==> src/rtl/shiftrows_pkg.sv <==
// Shared definitions for the ShiftRows stream block.
//   state_t  : loader FSM states (LOAD collects columns, HOLD waits on output)
//   nb_legal : true for the Rijndael column counts 4, 6, 8
//   row_off  : cyclic row offset for row r at a given column count
package shiftrows_pkg;

   typedef enum logic {
      ST_LOAD = 1'b0,
      ST_HOLD = 1'b1
   } state_t;

   function automatic bit nb_legal(input int nb);
      return (nb == 4) || (nb == 6) || (nb == 8);
   endfunction

   // NB=4/6 -> 0,1,2,3 ; NB=8 -> 0,1,3,4
   function automatic int unsigned row_off(input int nb, input int unsigned r);
      return ((nb == 8) && (r >= 2)) ? r + 1 : r;
   endfunction

endpackage

==> src/rtl/shiftrows_stream_if.sv <==
// Column-in / block-out stream bundle for shiftrows_stream.
//   in_valid/in_ready/in_col/in_inv/in_last : column beat input (row r at [r*CELL_W +: CELL_W])
//   out_valid/out_ready/out_state/out_inv   : permuted block output (column c at [c*4*CELL_W +: 4*CELL_W])
//   frame_err                               : one-cycle pulse on in_last mismatch
// master = stream source / block sink, slave = the shiftrows block.
interface shiftrows_stream_if #(
   parameter int CELL_W = 8,
   parameter int NB     = 4
);
   logic                     in_valid;
   logic                     in_ready;
   logic [4*CELL_W-1:0]      in_col;
   logic                     in_inv;
   logic                     in_last;
   logic                     out_valid;
   logic                     out_ready;
   logic [4*NB*CELL_W-1:0]   out_state;
   logic                     out_inv;
   logic                     frame_err;

   modport master (
      output in_valid, in_col, in_inv, in_last, out_ready,
      input  in_ready, out_valid, out_state, out_inv, frame_err
   );

   modport slave (
      input  in_valid, in_col, in_inv, in_last, out_ready,
      output in_ready, out_valid, out_state, out_inv, frame_err
   );
endinterface

==> src/rtl/shiftrows_perm.sv <==
// Combinational (Inv)ShiftRows permutation of a full state.
//   state_i : 4 x NB cells, column c at [c*4*CELL_W +: 4*CELL_W], row r inside column
//   inv_i   : 0 = ShiftRows (rotate left by offset), 1 = InvShiftRows
//   state_o : permuted state, same layout
module shiftrows_perm
   import shiftrows_pkg::*;
#(
   parameter int CELL_W = 8,
   parameter int NB     = 4
) (
   input  logic [4*NB*CELL_W-1:0] state_i,
   input  logic                   inv_i,
   output logic [4*NB*CELL_W-1:0] state_o
);

   always_comb begin
      int unsigned src;
      int unsigned off;
      state_o = '0;
      src     = 0;
      off     = 0;
      for (int unsigned c = 0; c < NB; c++) begin
         for (int unsigned r = 0; r < 4; r++) begin
            off = row_off(NB, r);
            src = inv_i ? (c + NB - off) % NB : (c + off) % NB;
            state_o[(c*4 + r)*CELL_W +: CELL_W] = state_i[(src*4 + r)*CELL_W +: CELL_W];
         end
      end
   end

endmodule

==> src/rtl/shiftrows_stream.sv <==
// Streaming ShiftRows: collects NB column beats, emits the permuted block.
//   clk, rst_n : rising-edge clock, asynchronous active-low reset
//   bus        : shiftrows_stream_if slave (column input, block output, frame_err)
// A block whose last beat arrives while the output register is free goes
// straight to the output; otherwise the buffer is held (in_ready=0) until free.
module shiftrows_stream
   import shiftrows_pkg::*;
#(
   parameter int CELL_W = 8,
   parameter int NB     = 4
) (
   input  logic              clk,
   input  logic              rst_n,
   shiftrows_stream_if.slave bus
);

   localparam int COL_W = 4 * CELL_W;
   localparam int ST_W  = NB * COL_W;
   localparam int CNT_W = $clog2(NB);

   if (!nb_legal(NB)) begin : g_nb_illegal
      $error("shiftrows_stream: NB must be 4, 6 or 8");
   end

   state_t              state_q;
   logic [CNT_W-1:0]    cnt_q, cnt_d;
   logic [ST_W-1:0]     buf_q;
   logic                inv_q;
   logic                out_valid_q;
   logic [ST_W-1:0]     out_state_q;
   logic                out_inv_q;
   logic                frame_err_q;

   logic                beat;
   logic                last_beat;
   logic                out_free;
   logic [ST_W-1:0]     perm_in;
   logic [ST_W-1:0]     perm_out;

   always_comb begin
      beat      = bus.in_valid && (state_q == ST_LOAD);
      last_beat = (cnt_q == CNT_W'(NB - 1));
      out_free  = !out_valid_q || bus.out_ready;
      cnt_d     = cnt_q;
      if (beat) cnt_d = last_beat ? '0 : cnt_q + 1'b1;
      // In LOAD the final column is still on in_col, not yet in the buffer.
      perm_in = buf_q;
      if (state_q == ST_LOAD) perm_in[(NB-1)*COL_W +: COL_W] = bus.in_col;
   end

   shiftrows_perm #(
      .CELL_W (CELL_W),
      .NB     (NB)
   ) u_perm (
      .state_i (perm_in),
      .inv_i   (inv_q),
      .state_o (perm_out)
   );

   always_ff @(posedge clk or negedge rst_n) begin
      if (!rst_n) begin
         state_q     <= ST_LOAD;
         cnt_q       <= '0;
         buf_q       <= '0;
         inv_q       <= 1'b0;
         out_valid_q <= 1'b0;
         out_state_q <= '0;
         out_inv_q   <= 1'b0;
         frame_err_q <= 1'b0;
      end else begin
         frame_err_q <= 1'b0;
         cnt_q       <= cnt_d;
         if (out_valid_q && bus.out_ready) out_valid_q <= 1'b0;
         case (state_q)
            ST_LOAD: begin
               if (beat) begin
                  buf_q[cnt_q*COL_W +: COL_W] <= bus.in_col;
                  if (cnt_q == '0) inv_q <= bus.in_inv;
                  frame_err_q <= (bus.in_last != last_beat);
                  if (last_beat) begin
                     if (out_free) begin
                        out_state_q <= perm_out;
                        out_inv_q   <= inv_q;
                        out_valid_q <= 1'b1;
                     end else begin
                        state_q <= ST_HOLD;
                     end
                  end
               end
            end
            ST_HOLD: begin
               if (out_free) begin
                  out_state_q <= perm_out;
                  out_inv_q   <= inv_q;
                  out_valid_q <= 1'b1;
                  state_q     <= ST_LOAD;
               end
            end
            default: state_q <= ST_LOAD;
         endcase
      end
   end

   assign bus.in_ready  = (state_q == ST_LOAD);
   assign bus.out_valid = out_valid_q;
   assign bus.out_state = out_state_q;
   assign bus.out_inv   = out_inv_q;
   assign bus.frame_err = frame_err_q;

endmodule

==> src/flat_wrapper.sv <==
// flat-port wrapper written by rule: the top's interface ports become plain ports
module shiftrows_stream_flat import shiftrows_pkg::*;
#(
   parameter int CELL_W = 8,
   parameter int NB     = 4
)
  (clk, rst_n, bus_in_valid, bus_in_col, bus_in_inv, bus_in_last, bus_out_ready, bus_in_ready, bus_out_valid, bus_out_state, bus_out_inv, bus_frame_err);
  shiftrows_stream_if #(.CELL_W(CELL_W), .NB(NB)) bus_i ();
  input  logic clk;
  input  logic rst_n;
  input wire logic [$bits(bus_i.in_valid)-1:0] bus_in_valid;
  input wire logic [$bits(bus_i.in_col)-1:0] bus_in_col;
  input wire logic [$bits(bus_i.in_inv)-1:0] bus_in_inv;
  input wire logic [$bits(bus_i.in_last)-1:0] bus_in_last;
  input wire logic [$bits(bus_i.out_ready)-1:0] bus_out_ready;
  output wire logic [$bits(bus_i.in_ready)-1:0] bus_in_ready;
  output wire logic [$bits(bus_i.out_valid)-1:0] bus_out_valid;
  output wire logic [$bits(bus_i.out_state)-1:0] bus_out_state;
  output wire logic [$bits(bus_i.out_inv)-1:0] bus_out_inv;
  output wire logic [$bits(bus_i.frame_err)-1:0] bus_frame_err;
  assign bus_i.in_valid = bus_in_valid;
  assign bus_i.in_col = bus_in_col;
  assign bus_i.in_inv = bus_in_inv;
  assign bus_i.in_last = bus_in_last;
  assign bus_i.out_ready = bus_out_ready;
  assign bus_in_ready = bus_i.in_ready;
  assign bus_out_valid = bus_i.out_valid;
  assign bus_out_state = bus_i.out_state;
  assign bus_out_inv = bus_i.out_inv;
  assign bus_frame_err = bus_i.frame_err;
  shiftrows_stream #(.CELL_W(CELL_W), .NB(NB)) u_core (.clk(clk), .rst_n(rst_n), .bus(bus_i));
endmodule
==> config.mk <==
export PLATFORM = sky130hd
export DESIGN_NAME = shiftrows_stream_flat
export DESIGN_NICKNAME = d
export VERILOG_FILES = /design/src/rtl/shiftrows_pkg.sv /design/src/rtl/shiftrows_stream_if.sv /design/src/rtl/shiftrows_perm.sv /design/src/rtl/shiftrows_stream.sv /design/src/flat_wrapper.sv
export SDC_FILE = /design/constraint.sdc
export NUM_CORES = 1
export LEC_CHECK = 0
export CAP_MARGIN = 5
export CELL_PAD_IN_SITES_DETAIL_PLACEMENT = 1
export CELL_PAD_IN_SITES_GLOBAL_PLACEMENT = 1
export CORE_ASPECT_RATIO = 1.1
export CORE_MARGIN = 4
export CORE_UTILIZATION = 44
export CTS_CLUSTER_SIZE = 30
export DETAILED_ROUTE_END_ITERATION = 16
export PLACE_DENSITY_LB_ADDON = 0.3
export SLEW_MARGIN = 20
export SYNTH_ARGS = -nofsm -noshare
export SYNTH_HDL_FRONTEND = slang
export SYNTH_SLANG_ARGS = --single-unit
==> constraint.sdc <==
create_clock -name clk -period 2.8 [get_ports clk]
set_input_delay 0.56 -clock clk [delete_from_list [all_inputs] [get_ports clk]]
set_output_delay 0.56 -clock clk [all_outputs]
set_load 0.02 [all_outputs]
==> impl_results.md <==
- Status: complete, but fails checks
- Failing checks: negative hold slack
- Leading area contributor after synthesis: dfrtp_1
- Synth unique cells: 34
- Slowest CP cell: clkdlybuf4s50_1
- R2R Setup Slk: 0.53 ns
- P&R area growth vs syn: 26.84%
- I/O pin count: 170
- DP HPWL: 19030 µm
- Comb pwr share: 38.7%
- P_sw: 0.005928 W
- Die H: 174.3 µm
- Synth warn: 0
- Vias per cell: 5.748
- Top Family by Delay on Critical Path: buffers and inverters
- # fillers: 2390
- CP cell instances: inv_1 -> clkdlybuf4s50_1
- CP Data Arrival Time: 1.72 ns
- Initial antenna violation count: 0
- Initial Util: 44.91%
- Reg2Reg Depth: 6
- Routability cong.: 0.7386
- Critical path class: reg -> out
- Slew Limit Fails: 0
- Crit-path max cell delay: 0.65 ns
- Avg Inst Size Synth: 13.84 µm²
- Power Density: 1208 mW/mm²
- Sequential Power Share: 38.4%
- Async S/R FF share, synth: 100.0%
- Clock power share: 22.8%
- Clock skew: 0.009872 ns
- Wire per inst: 23.22 µm
- Die area: 0.02774 mm²
- Layout cells sized above 1: 16.13%
- Endpoints failing setup: 0
- Clk Latency, worst-skew pair: 0.54 ns
- TritonCTS buffer count: 28
- Met3 WL: 1399 µm
- Via count: 7455
- Power after layout: 0.01694 W
- Hold crit path type: in -> async
- DRT iter0 DRCs: 357
- Longest Clk Path Bufs: 3
- Drt drc: 0
- Reg-to-reg endpoint: u_core.buf_q[95]
- Syn nets: 843
- Post-synth top area share: 59.52%
- Number of global-route vias before repair: 8239
- Post-synth EDFFs: 0
- M1 WL: 13360 µm
- Required @ worst endpoint: 2.24 ns
- Net Sw Frac: 34.99%
- CP startpoint kind: register
- H-tree depth: 1
- Met2 Routed Length: 14880 µm
- Worst-Margin Slew: 0.7574 ns
- Min Clock Period, post-route: 2.276 ns
- R2R Path Start: u_core.cnt_q[0]
- FP Rows: 60
- Root buffer cell: clkbuf_16
- Clk slew on worst S/H paths: 0.06 ns
- Mapped Area: 0.01106 mm²
- First drt pass iteration count: 5
- Total gr overflow: 0
- CORE AREA: 0.02462 mm²
- Final nets: 1008
- Primary FF master, synth: dfrtp_1
- Post-synthesis sequential area ratio: 59.52%
- Post-CTS sizing: 0
- Setup_tns: 0 ns
- Crit share post-route: 81.29%
- Most frequent cells in the layout: dfrtp_1 (261), clkdlybuf4s50_1 (168), a22o_1 (128), o21ai_0 (103), mux2i_1 (72)
- Setup slack after placement: 0.4657 ns
- Synth Register Bits: 263
- CP max FO: 6
- Max cap viols: 0
- TritonCTS sink count: 263
- Wirelength, routed: 30110 µm
- Most common cell after layout, fill and taps aside: dfrtp_1
- Int Power: 0.01101 W
- Hold buffer count at CTS: 0
- Leakage: 6.545 nW
- Post-CTS setup buffer count: 0
- Final worst slack: 0.5239 ns
- Final hold vios: 3
- RSZ-0062 raised after global routing: false
- First-pass GRT wire length: 48960 µm
- Area contributors post-synth: dfrtp_1 (60%), a22o_1 (10%), mux2_4 (7.7%), mux2i_1 (6.5%), o21ai_0 (4.7%)
- Max VDD drop: 0.0006091 V
- Gr usage total: 21.69%
- Worst slew margin: 49.51%
- DRT antenna net count: 0
- CP Buf/Inv Count: 2
- Die span in x: 159.2 µm
- PortBufs: 169
- Post-Syn Instances: 799
- CTS tree: done
- Hold_ws: -0.001172 ns
- Max frequency: 0.4393 GHz
- Highest metal used: met4
- Largest net degree at the start of global routing: 89
- Worst setup EP type: output port
==> layout make-up <==
cell class                      count  area, µm²  share of cell area [%]
Antenna cell                        1      2.502                 0.01784
Clock buffer                       42      833.3                   5.941
Clock inverter                     10      147.6                   1.053
Inverter                            5      21.27                  0.1516
Multi-Input combinational cell    467       4063                   28.97
Sequential cell                   263       6586                   46.96
Tap cell                          310      387.9                   2.765
Timing Repair Buffer              199       1984                   14.15
==> Yosys cell counts, types with 2 or more instances <==
cell / instances
dfrtp_1: 263
a22o_1: 128
o21ai_0: 103
mux2i_1: 72
mux2_4: 57
o21ai_1: 26
clkbuf_1: 23
buf_6: 16
nor2_1: 11
buf_2: 10
mux2_2: 10
nor2b_1: 10
a21oi_1: 9
a2111oi_0: 8
a21o_1: 8
buf_1: 7
ha_1: 6
clkbuf_2: 4
inv_1: 4
buf_4: 3
nand2_1: 3
nand2b_1: 2
nand3b_4: 2
nor3_4: 2
nor4_4: 2
nor4b_4: 2
==> per-layer routing <==
layer	GRT usage, %	vias up
li1	-	3293
met1	29.39	3953
met2	37.30	176
met3	3.794	33
met4	3.978	0
met5	0	-
==> cell families (layout without fill, tap and decap cells) <==
kind of cell    after synthesis  after routing  share of synthesized area, %
other cells                   0              1                             0
simple gates                 38             38                         2.931
flops                       263            263                         59.52
xor+xnor                      1              1                       0.07922
buf+inv                      69            256                         3.813
fa+ha+maj                     6              6                        0.6789
mux                         139            139                         15.27
compound gates              283            283                         17.71
==> worst reg2reg max path, cell delays in order (launching register included) <==
cell	delay, ns
dfrtp_1	0.55
inv_1	0.15
ha_1	0.55
inv_4	0.10
nor4b_4	0.32
buf_4	0.34
a22o_1	0.19
==> power by group through the flow <==
stage / Clock [W] / Combinational, W / Sequential (W)
after floorplan: 0 / 0.00316 / 0.00715
after detailed placement: 0 / 0.00659 / 0.00653
after global routing: 0.00413 / 0.00704 / 0.00672
final: 0.00387 / 0.00656 / 0.00651
after global placement: 0 / 0.00640 / 0.00647
after CTS: 0.00395 / 0.00665 / 0.00651
==> metrics by stage <==
step | instance area, µm² | cells | util [%]
final | 14030 | 1297 | 56.96
after global routing | 14020 | 1296 | 56.95
after CTS | 14020 | 1296 | 56.95
after detailed placement | 13040 | 1244 | 52.97
after global placement | 13040 | 1244 | 52.97
after floorplan | 11060 | 799 | -
==> how the worst max path moves through the flow <==
stage               slack (ns)            start                       end  cells after the start
finish                    0.52   u_core.state_q              bus_in_ready                      2
global route              0.41   u_core.state_q              bus_in_ready                      2
CTS                       0.49   u_core.state_q              bus_in_ready                      2
detailed placement        0.47     bus_in_valid           u_core.buf_q[7]                      6
global placement          0.52     bus_in_valid  u_core.bus.out_state[27]                      5
floorplan                 0.86  u_core.cnt_q[0]          u_core.buf_q[64]                      6
==> sequential cells by signal (all words and copies together), names as in the netlist <==
register              flops
u_core.buf_q            128
u_core.bus.frame_err      1
u_core.bus.out_inv        1
u_core.bus.out_state    128
u_core.bus.out_valid      1
u_core.cnt_q              2
u_core.inv_q              1
u_core.state_q            1
(Power assumes the default switching activity.)
